<file path="config.mk">
export PLATFORM = sky130hd
export DESIGN_NAME = branch_predictor
export DESIGN_NICKNAME = d
export VERILOG_FILES = /design/src/rtl/branch_predictor.sv
export SDC_FILE = /design/constraint.sdc
export NUM_CORES = 2
export LEC_CHECK = 0
export CELL_PAD_IN_SITES_DETAIL_PLACEMENT = 1
export CELL_PAD_IN_SITES_GLOBAL_PLACEMENT = 1
export CORE_UTILIZATION = 34
export CTS_CLUSTER_DIAMETER = 120
export DETAILED_ROUTE_END_ITERATION = 6
export MAX_ROUTING_LAYER = met4
export PLACE_DENSITY_LB_ADDON = 0.2
export REMOVE_ABC_BUFFERS = 1
export SLEW_MARGIN = 40
export SYNTH_ARGS = -nofsm -noshare
export SYNTH_HDL_FRONTEND = slang
export SYNTH_SLANG_ARGS = --single-unit
</file>
<file path="constraint.sdc">
create_clock -name clk -period 9.1 [get_ports clk]
set_input_delay 0.91 -clock clk [delete_from_list [all_inputs] [get_ports clk]]
set_output_delay 0.91 -clock clk [all_outputs]
set_load 0.005 [all_outputs]
</file>
<file path="src/rtl/branch_predictor.sv">
// IF-stage branch predictor (direct-mapped BTB with 2-bit counters) plus
// ID-stage resolve: mispredict detection, redirect PC, table training and stats.
module branch_predictor #(
    parameter int IDX_W  = 4,
    parameter int STAT_W = 32
) (
    input  logic              clk,
    input  logic              rst_n,
    input  logic [31:0]       fetch_pc,
    output logic              pred_taken,
    output logic [31:0]       pred_target,
    input  logic              res_valid,
    input  logic              res_is_branch,
    input  logic [31:0]       res_pc,
    input  logic              res_taken,
    input  logic [31:0]       res_target,
    input  logic              res_pred_taken,
    input  logic [31:0]       res_pred_target,
    output logic              mispredict,
    output logic [31:0]       redirect_pc,
    output logic [STAT_W-1:0] stat_branches,
    output logic [STAT_W-1:0] stat_mispredicts
);
    localparam int ENTRIES = 1 << IDX_W;
    localparam int TAG_W   = 30 - IDX_W;

    logic [ENTRIES-1:0]             valid_q, valid_d;
    logic [ENTRIES-1:0][TAG_W-1:0]  tag_q, tag_d;
    logic [ENTRIES-1:0][31:0]       tgt_q, tgt_d;
    logic [ENTRIES-1:0][1:0]        ctr_q, ctr_d;
    logic [STAT_W-1:0]              br_cnt_q, br_cnt_d;
    logic [STAT_W-1:0]              mp_cnt_q, mp_cnt_d;

    logic [IDX_W-1:0] f_idx, r_idx;
    logic [TAG_W-1:0] f_tag, r_tag;
    logic             f_hit, r_hit;
    logic [31:0]      exp_next, prd_next;

    assign f_idx = fetch_pc[IDX_W+1:2];
    assign f_tag = fetch_pc[31:IDX_W+2];
    assign r_idx = res_pc[IDX_W+1:2];
    assign r_tag = res_pc[31:IDX_W+2];

    // Lookup reads the registered table only, so a same-cycle update is not bypassed
    assign f_hit       = valid_q[f_idx] && (tag_q[f_idx] == f_tag);
    assign pred_taken  = f_hit && ctr_q[f_idx][1];
    assign pred_target = pred_taken ? tgt_q[f_idx] : fetch_pc + 32'd4;

    // Compare full next-PCs so a right direction with a wrong target still redirects
    assign exp_next    = (res_is_branch && res_taken) ? res_target : res_pc + 32'd4;
    assign prd_next    = res_pred_taken ? res_pred_target : res_pc + 32'd4;
    assign mispredict  = res_valid && (exp_next != prd_next);
    assign redirect_pc = exp_next;

    assign r_hit = valid_q[r_idx] && (tag_q[r_idx] == r_tag);

    always_comb begin
        valid_d = valid_q;
        tag_d   = tag_q;
        tgt_d   = tgt_q;
        ctr_d   = ctr_q;
        if (res_valid) begin
            if (res_is_branch) begin
                if (r_hit) begin
                    if (res_taken) begin
                        if (ctr_q[r_idx] != 2'b11) ctr_d[r_idx] = ctr_q[r_idx] + 2'd1;
                        tgt_d[r_idx] = res_target;
                    end else if (ctr_q[r_idx] != 2'b00) begin
                        ctr_d[r_idx] = ctr_q[r_idx] - 2'd1;
                    end
                end else if (res_taken) begin
                    valid_d[r_idx] = 1'b1;
                    tag_d[r_idx]   = r_tag;
                    tgt_d[r_idx]   = res_target;
                    ctr_d[r_idx]   = 2'b10;
                end
            end else if (r_hit) begin
                // A non-branch matching an entry means the entry is stale
                valid_d[r_idx] = 1'b0;
            end
        end
    end

    always_comb begin
        br_cnt_d = br_cnt_q;
        mp_cnt_d = mp_cnt_q;
        if (res_valid && res_is_branch && (br_cnt_q != {STAT_W{1'b1}}))
            br_cnt_d = br_cnt_q + 1'b1;
        if (mispredict && (mp_cnt_q != {STAT_W{1'b1}}))
            mp_cnt_d = mp_cnt_q + 1'b1;
    end

    always_ff @(posedge clk or negedge rst_n) begin
        if (!rst_n) begin
            valid_q  <= '0;
            tag_q    <= '0;
            tgt_q    <= '0;
            ctr_q    <= {ENTRIES{2'b01}};
            br_cnt_q <= '0;
            mp_cnt_q <= '0;
        end else begin
            valid_q  <= valid_d;
            tag_q    <= tag_d;
            tgt_q    <= tgt_d;
            ctr_q    <= ctr_d;
            br_cnt_q <= br_cnt_d;
            mp_cnt_q <= mp_cnt_d;
        end
    end

    assign stat_branches    = br_cnt_q;
    assign stat_mispredicts = mp_cnt_q;
endmodule

</file>
After elaboration in Yosys (flattened, before gate mapping)
Cells that the tools add are included.

word-level totals
  bits in registers = 1,040
  input bits = 134
  output and inout port bits = 130
  word-level logic and storage cells = 130

cells by class
  add/subtract/negate cells = 6
  magnitude comparators = 3
  equality and inequality tests = 8
  muxes and demuxes = 38
  bitwise operators = 7
  reductions and logical operators = 17

operators by type and width
  cell                                                number
  bitwise mux 512 bit                                 1
  bitwise mux 416 bit                                 1
  2-to-1 mux 32 bit                                   10
  binary-select mux 26 bit (select 4 bit)             2
  binary-select mux 32 bit (select 4 bit)             1
  demux 32 bit (select 4 bit)                         1
  demux 26 bit (select 4 bit)                         1
  2-to-1 mux 26 bit                                   3
  adder 32 x 1 -> 32 bit, second input constant       2
  adder 32 x 3 -> 32 bit, second input constant       2
  bitwise mux 32 bit                                  2
  2-to-1 mux 16 bit                                   4
  inequality test 32 bit, second input constant       2
  equality test 26 bit                                2
  bitwise AND 16 bit                                  2
  inequality test 32 bit                              1
  inverter 16 bit                                     2
  OR 16 bit                                           2
  binary-select mux 2 bit (select 4 bit)              2
  < comparator 4 x 5 -> 1 bit, second input constant  2
  logical AND 1 bit                                   9
  binary-select mux 1 bit (select 4 bit)              2
  demux 2 bit (select 4 bit)                          1
  AND reduction 4 bit                                 2
  other kinds (12)                                    20

Longest topological paths before layout
  depth after elaboration = 8
  mapped depth = 19
  gate-level depth less buffers = 12

Least setup slack after synthesis
Ideal clock, no wire load.

  kind = input -> output
  start = in fetch_pc[2]
  end = out pred_target[17]
  data arrival time = 4,429 ps
  data required time = 8,190 ps
  setup slack = 3,761 ps
  cell stages on the path = 13
  path buffers = 6
  cells stage by stage = buf_6 buf_6 buf_2 buf_1 mux4_2 mux4_2 xnor2_1 nand4_1 nor2_1 or4b_1 clkbuf_1 buf_6 mux2_4

on the way
  word-level cells in the longest chain between the ends = 6
  elaborated cells on any way between the ends = 13
  those cells by class = add/sub: 1; eq/ne: 1; mux: 9; reduce/logical: 2

ends and longest elaborated chain
  what                                     line  RTL
  start, declared                          9     input logic [31:0] fetch_pc,
  binary-select mux 26 bit (select 4 bit)  45    assign f_hit = valid_q[f_idx] && (tag_q[f_idx] == f_tag);
  2-to-1 mux 26 bit (not written as such)  45
  equality test 26 bit                     45
  logical AND 1 bit                        45
  logical AND 1 bit                        46    assign pred_taken = f_hit && ctr_q[f_idx][1];
  2-to-1 mux 32 bit (*)                    47    assign pred_target = pred_taken ? tgt_q[f_idx] : fetch_pc + 32'd4;
  end, declared                            11    output logic [31:0] pred_target,

Mark *: on every way between the ends. The rest lies on a longest branch, timed or not. The select of a mux whose other input is x is not followed.

Worst setup path in the final report
Ends and elaborated chain as after synthesis.

==> flow_metrics.env <==
export IMPL_hp_class="input port to async pin"
export IMPL_yosysTopAreaCellShare_pct=46.5
export IMPL_avgViaCountPerCell=5.70
export IMPL_drt_iter0_drc=3055
export IMPL_grt_pass1_vias=38000
export IMPL_die_area_um2=164000
export IMPL_final_cells=6387
export IMPL_rsz0062_at_grt="false"
export IMPL_cts_hold_fix_buffers=0
export IMPL_syn_area_per_cell_um2=13.9
export IMPL_ant_nets=0
export IMPL_min_period_ns=7.00
export IMPL_synthToLayoutAreaGrowth_pct=17.3
export IMPL_grt_ovfl_total=0
export IMPL_fin_total_pwr_uw=13000
export IMPL_route_detailed_drc=0
export IMPL_initial_core_util_pct=34.3
export IMPL_powerDensity_nw_per_um2=201
export IMPL_num_vias=36400
export IMPL_ioPinCount=264
export IMPL_cts_made_buffers=118
export IMPL_final_nets=4246
export IMPL_die_w_um=405
export IMPL_syn_instance_count=3959
export IMPL_ys_seq_area_share_pct=47.2
export IMPL_multi_input_comb_area_um2=27600
export IMPL_yosys_cell_types_count=81
export IMPL_yosysWarnings=0
export IMPL_nFillCells=16400
export IMPL_track_usage_pct=25.1
export IMPL_met1_usage_pct=36.1
export IMPL_regArea_um2=26000
export IMPL_grt_busiest_layer="met2"
export IMPL_status="finished, final reports clean"
export IMPL_die_h_um=405
export IMPL_clock_root_buffer="clkbuf_16"
export IMPL_wl_per_cell_um=31.1
export IMPL_drt_pass1_iterations=5
export IMPL_place_hpwl_um=126000
export IMPL_finalMaxSlewViolations=0
export IMPL_fp_row_count=147
export IMPL_synth_seq_cells=1040
export IMPL_arrival_ns=6.09
export IMPL_ys_flop_type="dfrtp_1"
export IMPL_use_met2_pct=37.2
export IMPL_clock_sinks=1040
export IMPL_post_route_period_util_pct=76.9
export IMPL_cp_max_fo=32
export IMPL_whs_ns=0.0580
export IMPL_cts_buffer_depth=3
export IMPL_p_leak_uw=0.0277
export IMPL_post_cts_buffers=0
export IMPL_cts_resized=0
export IMPL_skew_ns=0.0447
export IMPL_dp_cells=6140
export IMPL_yosysTopAreaCell="dfrtp_1"
export IMPL_fmax_ghz=0.143
export IMPL_netlist_top_cells_area="dfrtp_1 46%, mux2_2 19%, mux4_2 16%, xnor2_1 2.2%, clkbuf_1 1.7%"
export IMPL_synth_area_um2=55200
export IMPL_end_kind="output pin"
export IMPL_synth_edf_count=0
export IMPL_drive_gt1_share_pct=42.5
export IMPL_htreeDepth=3
export IMPL_finalSetupViolCount=0
export IMPL_grt_use_met3_pct=3.79
export IMPL_cts_tree="yes"
export IMPL_crit_type="input port to output pin"
export IMPL_crit_required_ns=8.19
export IMPL_grt_first_pass_wirelength_um=289000
export IMPL_clk_pin_slew_ns=0.07
export IMPL_postSynth_asyncResetShare_pct=100
export IMPL_worst_pin_slew_ns=0.865
export IMPL_place_congestion=0.902
export IMPL_final_setup_tns_ns=0
export IMPL_cap_violations=0
export IMPL_insertion_delay_ns=0.76
export IMPL_grt_max_degree=153
export IMPL_irDropWorstVdd_mv=0.169
export IMPL_start_kind="input port"
export IMPL_slew_limit_headroom_pct=41.9
export IMPL_port_buffers=263
export IMPL_core_region_area_um2=161000
export IMPL_antenna_found_initial=23
export IMPL_routed_wl_um=198000
export IMPL_finalHoldViolations=0
[cell type report]
type                    instances  share of cell area (%)
flip-flops and latches       1040                    40.3
clock inverters                42                   0.923
well taps                    2160                    4.18
multi-input cells            2511                    42.6
inverters                      21                   0.122
repair buffers                411                    6.30
diodes                         19                  0.0735
clock buffers                 183                    5.50
[critical path, cell delays in order]
cell and delay (ns):
buf_8 0.29, buf_16 0.28, buf_16 0.26, mux4_2 0.54
mux4_2 0.53, xnor2_1 0.33, nand4_1 0.13, or3_1 0.34
or4_1 0.52, or4b_4 0.80, buf_12 0.29, mux2_4 0.32
clkdlybuf4s50_1 0.44
[placed cells by master (no fill, tap or decap), drive strengths merged, types with 72 or more instances in the layout]
cell / synthesis / final
mux2: 966 / 966
nor2: 139 / 139
clkdlybuf4s50: 0 / 252
clkbuf: 255 / 183
dfrtp: 1024 / 1024
xor2: 91 / 91
mux4: 395 / 395
buf: 132 / 159
xnor2: 138 / 138
o21ai: 72 / 72
nand2: 132 / 132
[synth_stat cells, drive strengths merged, types with 8 or more instances]
master	count
a211oi	8
a21oi	65
a221oi	10
a22o	8
a22oi	8
a31oi	11
and2	23
and3	27
and4	11
buf	132
clkbuf	255
dfrtp	1024
dfstp	16
ha	9
inv	20
mux2	966
mux2i	44
mux4	395
nand2	132
nand3	67
nand4	45
nor2	139
nor2b	29
nor3	35
nor3b	8
nor4	24
o211ai	14
o21ai	72
o22ai	17
or3	9
xnor2	138
xor2	91
[state kept, by name, summed over array words and instances, names as in the netlist, named ones only]
signal	count
stat_mispredicts	32
stat_branches	32
tag_q	416
tgt_q	512
ctr_q	32
[report_power, final]
group	switching [uW]	internal [uW]
Sequential	396	5230
Combinational	1040	1220
Clock	2100	3000
[metrics by stage]
step                      util [%]  setup WS, ns  instance area (um^2)
after floorplan                  -          3.69                 53400
after global placement        37.3          1.85                 60000
after detailed placement      37.6          1.78                 60400
after CTS                     40.1          1.77                 64500
after global routing          40.2          1.95                 64700
final                         40.2          2.10                 64700
[routing by layer]
layer  wire [um]  vias up
met1       91200    20000
met5           0        -
li1            -    15100
met3       12000      243
met4        4920        0
met2       90200     1062
[cell families after synthesis]
family | after synthesis | share of synthesized area, %
buf+inv | 408 | 3.37
xor+xnor | 234 | 3.84
fa+ha+maj | 9 | 0.204
simple gates | 584 | 5.37
flops | 1040 | 47.2
mux | 1405 | 36.7
compound gates | 279 | 3.32
[worst paths after layout]
path,start,slack [ns],cells after the start,to
min in group clk,stat_mispredicts[24],0.49,1,stat_mispredicts[24]
min,rst_n,0.06,1,stat_mispredicts[5]
max reg2reg,tag_q[202],4.29,12,ctr_q[15]
max in group asynchronous,rst_n,6.66,5,tgt_q[386]
max,fetch_pc[2],2.10,13,pred_target[17]
min reg2reg,stat_mispredicts[24],0.49,1,stat_mispredicts[24]
Note: power is estimated with default switching activity, not from simulation.
